File: config.mk
export PLATFORM = sky130hd
export DESIGN_NAME = mem_port_arbiter
export DESIGN_NICKNAME = d
export VERILOG_FILES = /design/src/rtl/mem_port_arbiter.sv
export SDC_FILE = /design/constraint.sdc
export NUM_CORES = 1
export LEC_CHECK = 0
export CAP_MARGIN = 25
export CORE_ASPECT_RATIO = 1.1
export CORE_UTILIZATION = 20
export CTS_CLUSTER_SIZE = 24
export DETAILED_ROUTE_END_ITERATION = 7
export PLACE_DENSITY = 0.81
export SYNTH_ARGS = -nofsm -noshare
export SYNTH_HDL_FRONTEND = slang
export SYNTH_SLANG_ARGS = --single-unit
File: constraint.sdc
create_clock -name clk -period 1.5 [get_ports clk]
set_input_delay 0.375 -clock clk [delete_from_list [all_inputs] [get_ports clk]]
set_output_delay 0.375 -clock clk [all_outputs]
set_load 0.02 [all_outputs]
File: src/rtl/mem_port_arbiter.sv
// N-port request arbiter for the LC-3b memory subsystem: serialises per-port
// read/write requests onto one downstream port and routes each response back.
module mem_port_arbiter #(
    parameter int NUM_PORTS  = 2,
    parameter int ADDR_WIDTH = 16,
    parameter int DATA_WIDTH = 16,
    parameter int MASK_WIDTH = DATA_WIDTH / 8,
    parameter int RR_MODE    = 1,
    localparam int ID_W      = $clog2(NUM_PORTS)
) (
    input  logic                             clk,
    input  logic                             reset,
    input  logic [NUM_PORTS-1:0]             req_read,
    input  logic [NUM_PORTS-1:0]             req_write,
    input  logic [NUM_PORTS*MASK_WIDTH-1:0]  req_wmask,
    input  logic [NUM_PORTS*ADDR_WIDTH-1:0]  req_address,
    input  logic [NUM_PORTS*DATA_WIDTH-1:0]  req_wdata,
    output logic [NUM_PORTS-1:0]             req_resp,
    output logic [DATA_WIDTH-1:0]            req_rdata,
    output logic                             mem_read,
    output logic                             mem_write,
    output logic [MASK_WIDTH-1:0]            mem_wmask,
    output logic [ADDR_WIDTH-1:0]            mem_address,
    output logic [DATA_WIDTH-1:0]            mem_wdata,
    input  logic                             mem_resp,
    input  logic [DATA_WIDTH-1:0]            mem_rdata,
    output logic                             busy,
    output logic [ID_W-1:0]                  grant_id
);

    typedef enum logic {
        S_IDLE = 1'b0,
        S_BUSY = 1'b1
    } state_t;

    localparam logic [ID_W:0] NP = (ID_W+1)'(NUM_PORTS);

    state_t              r_state;
    state_t              w_state_nxt;
    logic [ID_W-1:0]     r_grant_id;
    logic [ID_W-1:0]     w_grant_nxt;
    logic [ID_W-1:0]     r_rr_ptr;
    logic [ID_W-1:0]     w_rr_nxt;

    logic [NUM_PORTS-1:0] w_req;
    logic                 w_any;
    logic [ID_W-1:0]      w_idx;
    logic [ID_W-1:0]      w_winner;
    logic                 w_found;

    logic [MASK_WIDTH-1:0] w_mask_arr [NUM_PORTS];
    logic [ADDR_WIDTH-1:0] w_addr_arr [NUM_PORTS];
    logic [DATA_WIDTH-1:0] w_data_arr [NUM_PORTS];

    logic                  w_g_read;
    logic                  w_g_write;
    logic [MASK_WIDTH-1:0] w_g_mask;
    logic [ADDR_WIDTH-1:0] w_g_addr;
    logic [DATA_WIDTH-1:0] w_g_data;

    // Port index increment, wrapping modulo NUM_PORTS (which need not be a power of two).
    function automatic logic [ID_W-1:0] f_wrap_inc(input logic [ID_W-1:0] a);
        logic [ID_W:0] s;
        s = {1'b0, a} + (ID_W+1)'(1);
        if (s >= NP) begin
            return '0;
        end
        return s[ID_W-1:0];
    endfunction

    genvar g;
    for (g = 0; g < NUM_PORTS; g++) begin : g_unpack
        assign w_mask_arr[g] = req_wmask[g*MASK_WIDTH +: MASK_WIDTH];
        assign w_addr_arr[g] = req_address[g*ADDR_WIDTH +: ADDR_WIDTH];
        assign w_data_arr[g] = req_wdata[g*DATA_WIDTH +: DATA_WIDTH];
    end

    assign w_req = req_read | req_write;
    assign w_any = |w_req;

    // Scan from the start point; fixed priority always starts at port 0.
    always_comb begin
        w_idx    = (RR_MODE != 0) ? r_rr_ptr : '0;
        w_winner = '0;
        w_found  = 1'b0;
        for (int k = 0; k < NUM_PORTS; k++) begin
            if (!w_found && w_req[w_idx]) begin
                w_winner = w_idx;
                w_found  = 1'b1;
            end
            w_idx = f_wrap_inc(w_idx);
        end
    end

    assign w_g_read  = req_read[r_grant_id];
    assign w_g_write = req_write[r_grant_id];
    assign w_g_mask  = w_mask_arr[r_grant_id];
    assign w_g_addr  = w_addr_arr[r_grant_id];
    assign w_g_data  = w_data_arr[r_grant_id];

    always_comb begin
        w_state_nxt = r_state;
        w_grant_nxt = r_grant_id;
        w_rr_nxt    = r_rr_ptr;
        mem_read    = 1'b0;
        mem_write   = 1'b0;
        mem_wmask   = '0;
        mem_address = w_g_addr;
        mem_wdata   = w_g_data;
        req_resp    = '0;
        req_rdata   = mem_rdata;
        case (r_state)
            S_IDLE: begin
                if (w_any && w_found) begin
                    w_state_nxt = S_BUSY;
                    w_grant_nxt = w_winner;
                end
            end
            S_BUSY: begin
                // A simultaneous read+write request is treated as a write.
                mem_read  = w_g_read & ~w_g_write;
                mem_write = w_g_write;
                mem_wmask = w_g_mask;
                if (mem_resp) begin
                    req_resp[r_grant_id] = 1'b1;
                    w_state_nxt          = S_IDLE;
                    if (RR_MODE != 0) begin
                        w_rr_nxt = f_wrap_inc(r_grant_id);
                    end
                end
            end
            default: begin
                w_state_nxt = S_IDLE;
            end
        endcase
    end

    always_ff @(posedge clk) begin
        if (reset) begin
            r_state    <= S_IDLE;
            r_grant_id <= '0;
            r_rr_ptr   <= '0;
        end else begin
            r_state    <= w_state_nxt;
            r_grant_id <= w_grant_nxt;
            r_rr_ptr   <= w_rr_nxt;
        end
    end

    assign busy     = (r_state == S_BUSY);
    assign grant_id = r_grant_id;

endmodule

# Word-level counts from Yosys, hierarchy flattened
# Index checks and enable logic that the tools add are counted.
dict set report op_classes {
  n_addsub 2
  magnitude_cmp 7
  n_mux 39
  bitwise 5
  n_reduce_logical 7
}
# op n
set ops {}
lappend ops {{2-to-1 mux 16 bit} 6}
lappend ops {{2-to-1 mux 1 bit} 25}
lappend ops {{2-to-1 mux 2 bit} 6}
lappend ops {{greater-or-equal comparator 2 bit (second input constant)} 3}
lappend ops {{< comparator 1 x 2 -> 1 bit (second input constant)} 3}
lappend ops {{adder 1 x 1 -> 2 bit (second input constant)} 2}
lappend ops {{AND reduction 2 bit} 2}
lappend ops {{logical AND 1 bit} 3}
lappend ops {{NOT 1 bit} 2}
lappend ops {{NOT 1 -> 2 bit} 1}
lappend ops {{bitwise OR 2 bit} 1}
lappend ops {{one-hot mux 1 bit (2 select lines)} 1}
lappend ops {{OR reduction 2 bit} 1}
lappend ops {{bitwise AND 1 bit} 1}
lappend ops {{demux 1 bit (select 1 bit)} 1}
lappend ops {{greater-or-equal comparator 1 bit (second input constant)} 1}
lappend ops {{logical NOT 1 bit} 1}
dict set report word_totals {
  reg_bits 3
  in_bits 91
}

# Logic depth before layout (Yosys ltp)
dict set report logic_depth {
  word_depth 11
  ltp_mapped 4
}

# Least setup slack after synthesis
# OpenSTA, ideal clock, no wires.
dict set report synth_path {
  path_type {reg2out}
  start {reg r_grant_id (netlist: grant_id)}
  end {out mem_read}
  arrival_time_ps 1234
  t_required_ps 1125
  slack_ps -109
  stages_incl_launch_ff 5
  path_buffers 2
  path_cell_list {dfxtp_1 buf_6 buf_8 nand3b_1 a21boi_1}
}
dict set report synth_between {
  elab_chain_cells 5
  elab_cells_between_ends 7
  classes_between {mux: 5; bitwise: 2}
}
# element line_no
set synth_rtl {}
lappend synth_rtl {{start: declaration} 40} ;# logic [ID_W-1:0] r_grant_id;
lappend synth_rtl {{start signal: assignment} 145} ;# r_grant_id <= w_grant_nxt;
lappend synth_rtl {{2-to-1 mux 1 bit (not written as such) (2 in series)} 96} ;# assign w_g_write = req_write[r_grant_id];
lappend synth_rtl {{NOT 1 bit} 121} ;# mem_read = w_g_read & ~w_g_write;
lappend synth_rtl {{bitwise AND 1 bit *} 121}
lappend synth_rtl {{2-to-1 mux 1 bit *} 112} ;# case (r_state)
lappend synth_rtl {{end: declaration} 20} ;# output logic mem_read,
# Every way passes the cells marked *; elsewhere a longest branch is shown, timed or not. The select of a mux whose other input is x is not followed.

# Worst setup path after layout
dict set report layout_path {
  start {reg r_grant_id (netlist: grant_id)}
  end {out mem_wdata[5]}
}
dict set report layout_between {
  elab_chain_cells 4
}
# element line_no
set layout_rtl {}
lappend layout_rtl {{NOT 1 -> 2 bit (not written as such)} 99} ;# assign w_g_data = w_data_arr[r_grant_id];
lappend layout_rtl {{2-to-1 mux 16 bit (not written as such) (3 in series)} 99}
lappend layout_rtl {{end: declaration} 24} ;# output logic [DATA_WIDTH-1:0] mem_wdata,
# No other way between the ends. The select of a mux whose other input is x is not followed.

==> flow_metrics.py <==
metrics = {
    "power": {
        "power_leakage_uw": 0.000967,
        "power_uw": 1100,
        "vdd_drop_max_uv": 418,
        "p_per_area_nw_per_um2": 504,
    },
    "synth": {
        "synth_fp_nets": 169,
        "seq_area_frac_synth": 0.0758,
        "synthDistinctLibCells": 23,
        "netlist_area_um2": 792,
        "avgSynthCellArea_um2": 10.2,
        "syn_inst": 78,
        "synth-seq-cells": 3,
        "ys_warn_count": 0,
    },
    "setup_path": {
        "criticalPathCategory": "flip-flop to output pin",
        "cp-start-kind": "flip-flop",
        "crit_path_max_fanout": 8,
        "worstSetupEndpointType": "output pin",
        "cpPeakStageDelay_ns": 0.41,
        "slowest_stage": "dfxtp_4",
        "cp.required_ns": 1.12,
        "crit_top_cell": "buf_6",
        "cp.arrival_ns": 1.30,
        "crit_chain": "buf_8, buf_6, mux2_4, buf_6",
    },
    "sta": {
        "setup_violations": 37,
        "fmax_mhz": 597,
        "period_needed_ns": 1.68,
        "setup_ws_ns": -0.176,
        "slew_violations": 0,
        "setup_tns_ns": -4.54,
        "worstMarginPinSlew_ns": 0.205,
        "fin_crit_sh": 1.12,
        "rsz0062_at_grt": "true",
        "maxSlewHeadroom": 0.864,
        "hold_viol": 0,
        "finClkSkew_ns": 0.00178,
    },
    "global_routing": {
        "grt_pass1_wl_mm": 4.10,
        "track_usage": 0.130,
        "antenna_found_initial": 0,
        "globalRouteOverflowTotal": 0,
        "grt_max_degree": 11,
        "grt_pass1_vias": 984,
    },
    "floorplanning": {
        "die_h_um": 68,
        "coreArea_um2": 3710,
        "start_util": 0.213,
        "die_x_um": 62,
        "num_io_pins": 147,
        "dieArea_um2": 4220,
        "num_rows": 23,
    },
    "route": {
        "firstDrtPassIters": 4,
        "drtIter0Drc": 15,
        "viasPerCell": 4.18,
        "postRouteAntennaNets": 0,
        "wl_mm": 3.27,
        "vias": 1029,
        "route.detailed.drc": 0,
        "wl_per_cell_um": 13.3,
    },
    "cts": {
        "cts.path.max_buffers": 2,
        "clkLatencyLatePin_ns": 0.21,
        "postCtsHoldBufs": 0,
        "cts_buffers": 3,
        "clk_pin_slew_ns": 0.03,
        "cts_tree": "built",
        "htreeDepth": 1,
        "clock_sinks": 3,
        "root_buffer": "clkbuf_8",
    },
    "hold_path": {
        "hp-class": "primary input to flip-flop",
    },
    "layout": {
        "final_cell_mix": "70 x clkdlybuf4s50_1, 36 x buf_6, 23 x mux2_4",
        "diodes": 0,
        "final_common_cell": "clkdlybuf4s50_1",
        "syn2layout_area_growth_pct": 176,
        "drive_above_1_share": 0.526,
        "fin_area_um2": 2180,
        "fin_nets": 288,
    },
    "placement": {
        "portBuffers": 114,
        "place_area_um2": 1920,
        "gp_congestion": 0.767,
        "pre_cts_ws_ns": -0.849,
        "hpwl_mm": 2.42,
    },
    "status": {
        "status": "finished with violations",
        "violations": "negative setup slack",
    },
    "job": {
        "maxCapViolations": 0,
    },
}
cells by family (layout without fill, tap and decap cells):
kind of cell,after synthesis,after routing,share of synthesized area
buf+inv,22,140,0.215
flops,3,3,0.0758
simple gates,10,10,0.0980
compound gates,8,8,0.0853
mux,35,35,0.526
sequential cells by signal, indices dropped and copies added (netlist names):
signal,count
busy,1
grant_id,1
r_rr_ptr,1
per-layer routing:
metal / wire length, um / share of wire / vias to the layer above / global-route usage
li1: - / - / 503 / -
met1: 1160 / 0.36 / 464 / 0.128
met2: 1790 / 0.55 / 54 / 0.246
met3: 234 / 0.072 / 8 / 0.0435
met4: 78 / 0.024 / 0 / 0.0472
met5: 0 / 0 / - / 0
what timing repair did:
item                       4_1_cts  5_1_grt
setup endpoints to repair       40       39
pin swaps                        2        0
gates resized for setup        235       19
buffers inserted                 8        1
hold endpoints to repair         0        0
gates cloned                     2        0
worst max-delay path, delay by kind of cell (launching register included):
kind,cells,cell delay [ns]
flip-flops,1,0.41
buffers and inverters,3,0.39
multiplexers,1,0.29
cell usage after synthesis (all sizes together):
| library cell | n | area share |
|---|---|---|
| a21bo | 1 | 0.013 |
| a21boi | 1 | 0.0095 |
| a21oi | 2 | 0.017 |
| a32o | 1 | 0.013 |
| and3 | 1 | 0.0079 |
| buf | 21 | 0.21 |
| dfxtp | 3 | 0.076 |
| inv | 1 | 0.0047 |
| mux2 | 32 | 0.49 |
| mux2i | 3 | 0.038 |
| nand3b | 2 | 0.035 |
| nor2 | 1 | 0.0047 |
| nor2b | 4 | 0.032 |
| o21bai | 2 | 0.019 |
| o41a | 1 | 0.014 |
| or2 | 1 | 0.0079 |
| or3b | 1 | 0.011 |
stage by stage:
step,instances,utilization,hold slack (ns)
2_1_floorplan,78,-,0.437
3_3_place_gp,231,0.518,0.574
3_5_place_dp,231,0.518,0.581
4_1_cts,245,0.571,0.586
5_1_grt,246,0.588,0.561
6_report,246,0.588,0.526
power by group:
part | internal [uW] | total (uW) | switching [uW]
Sequential | 86.0 | 98.7 | 12.8
Combinational | 498 | 767 | 269
Clock | 181 | 234 | 52.4
Total | 765 | 1100 | 334
worst paths after layout:
kind                              start               endpoint  slack [ns]  cells after the start
hold / removal             req_write[0]        busy$_SDFF_PP0_        0.53                      3
setup reg to reg  grant_id$_SDFFE_PP0P_  r_rr_ptr$_SDFFE_PP0P_        0.32                      6
hold reg to reg   r_rr_ptr$_SDFFE_PP0P_  r_rr_ptr$_SDFFE_PP0P_        0.60                      2
setup / recovery  grant_id$_SDFFE_PP0P_           mem_wdata[5]       -0.18                      4
final cells by class:
cell class / count / area, um^2
clock buffer: 4 / 45.0
sequential: 3 / 67.6
multi-input combinational: 53 / 626
inverter: 1 / 3.75
fill: 319 / 1530
tap: 50 / 62.6
timing repair buffer: 135 / 1380
No activity file was read; power rests on OpenSTA's default activity.
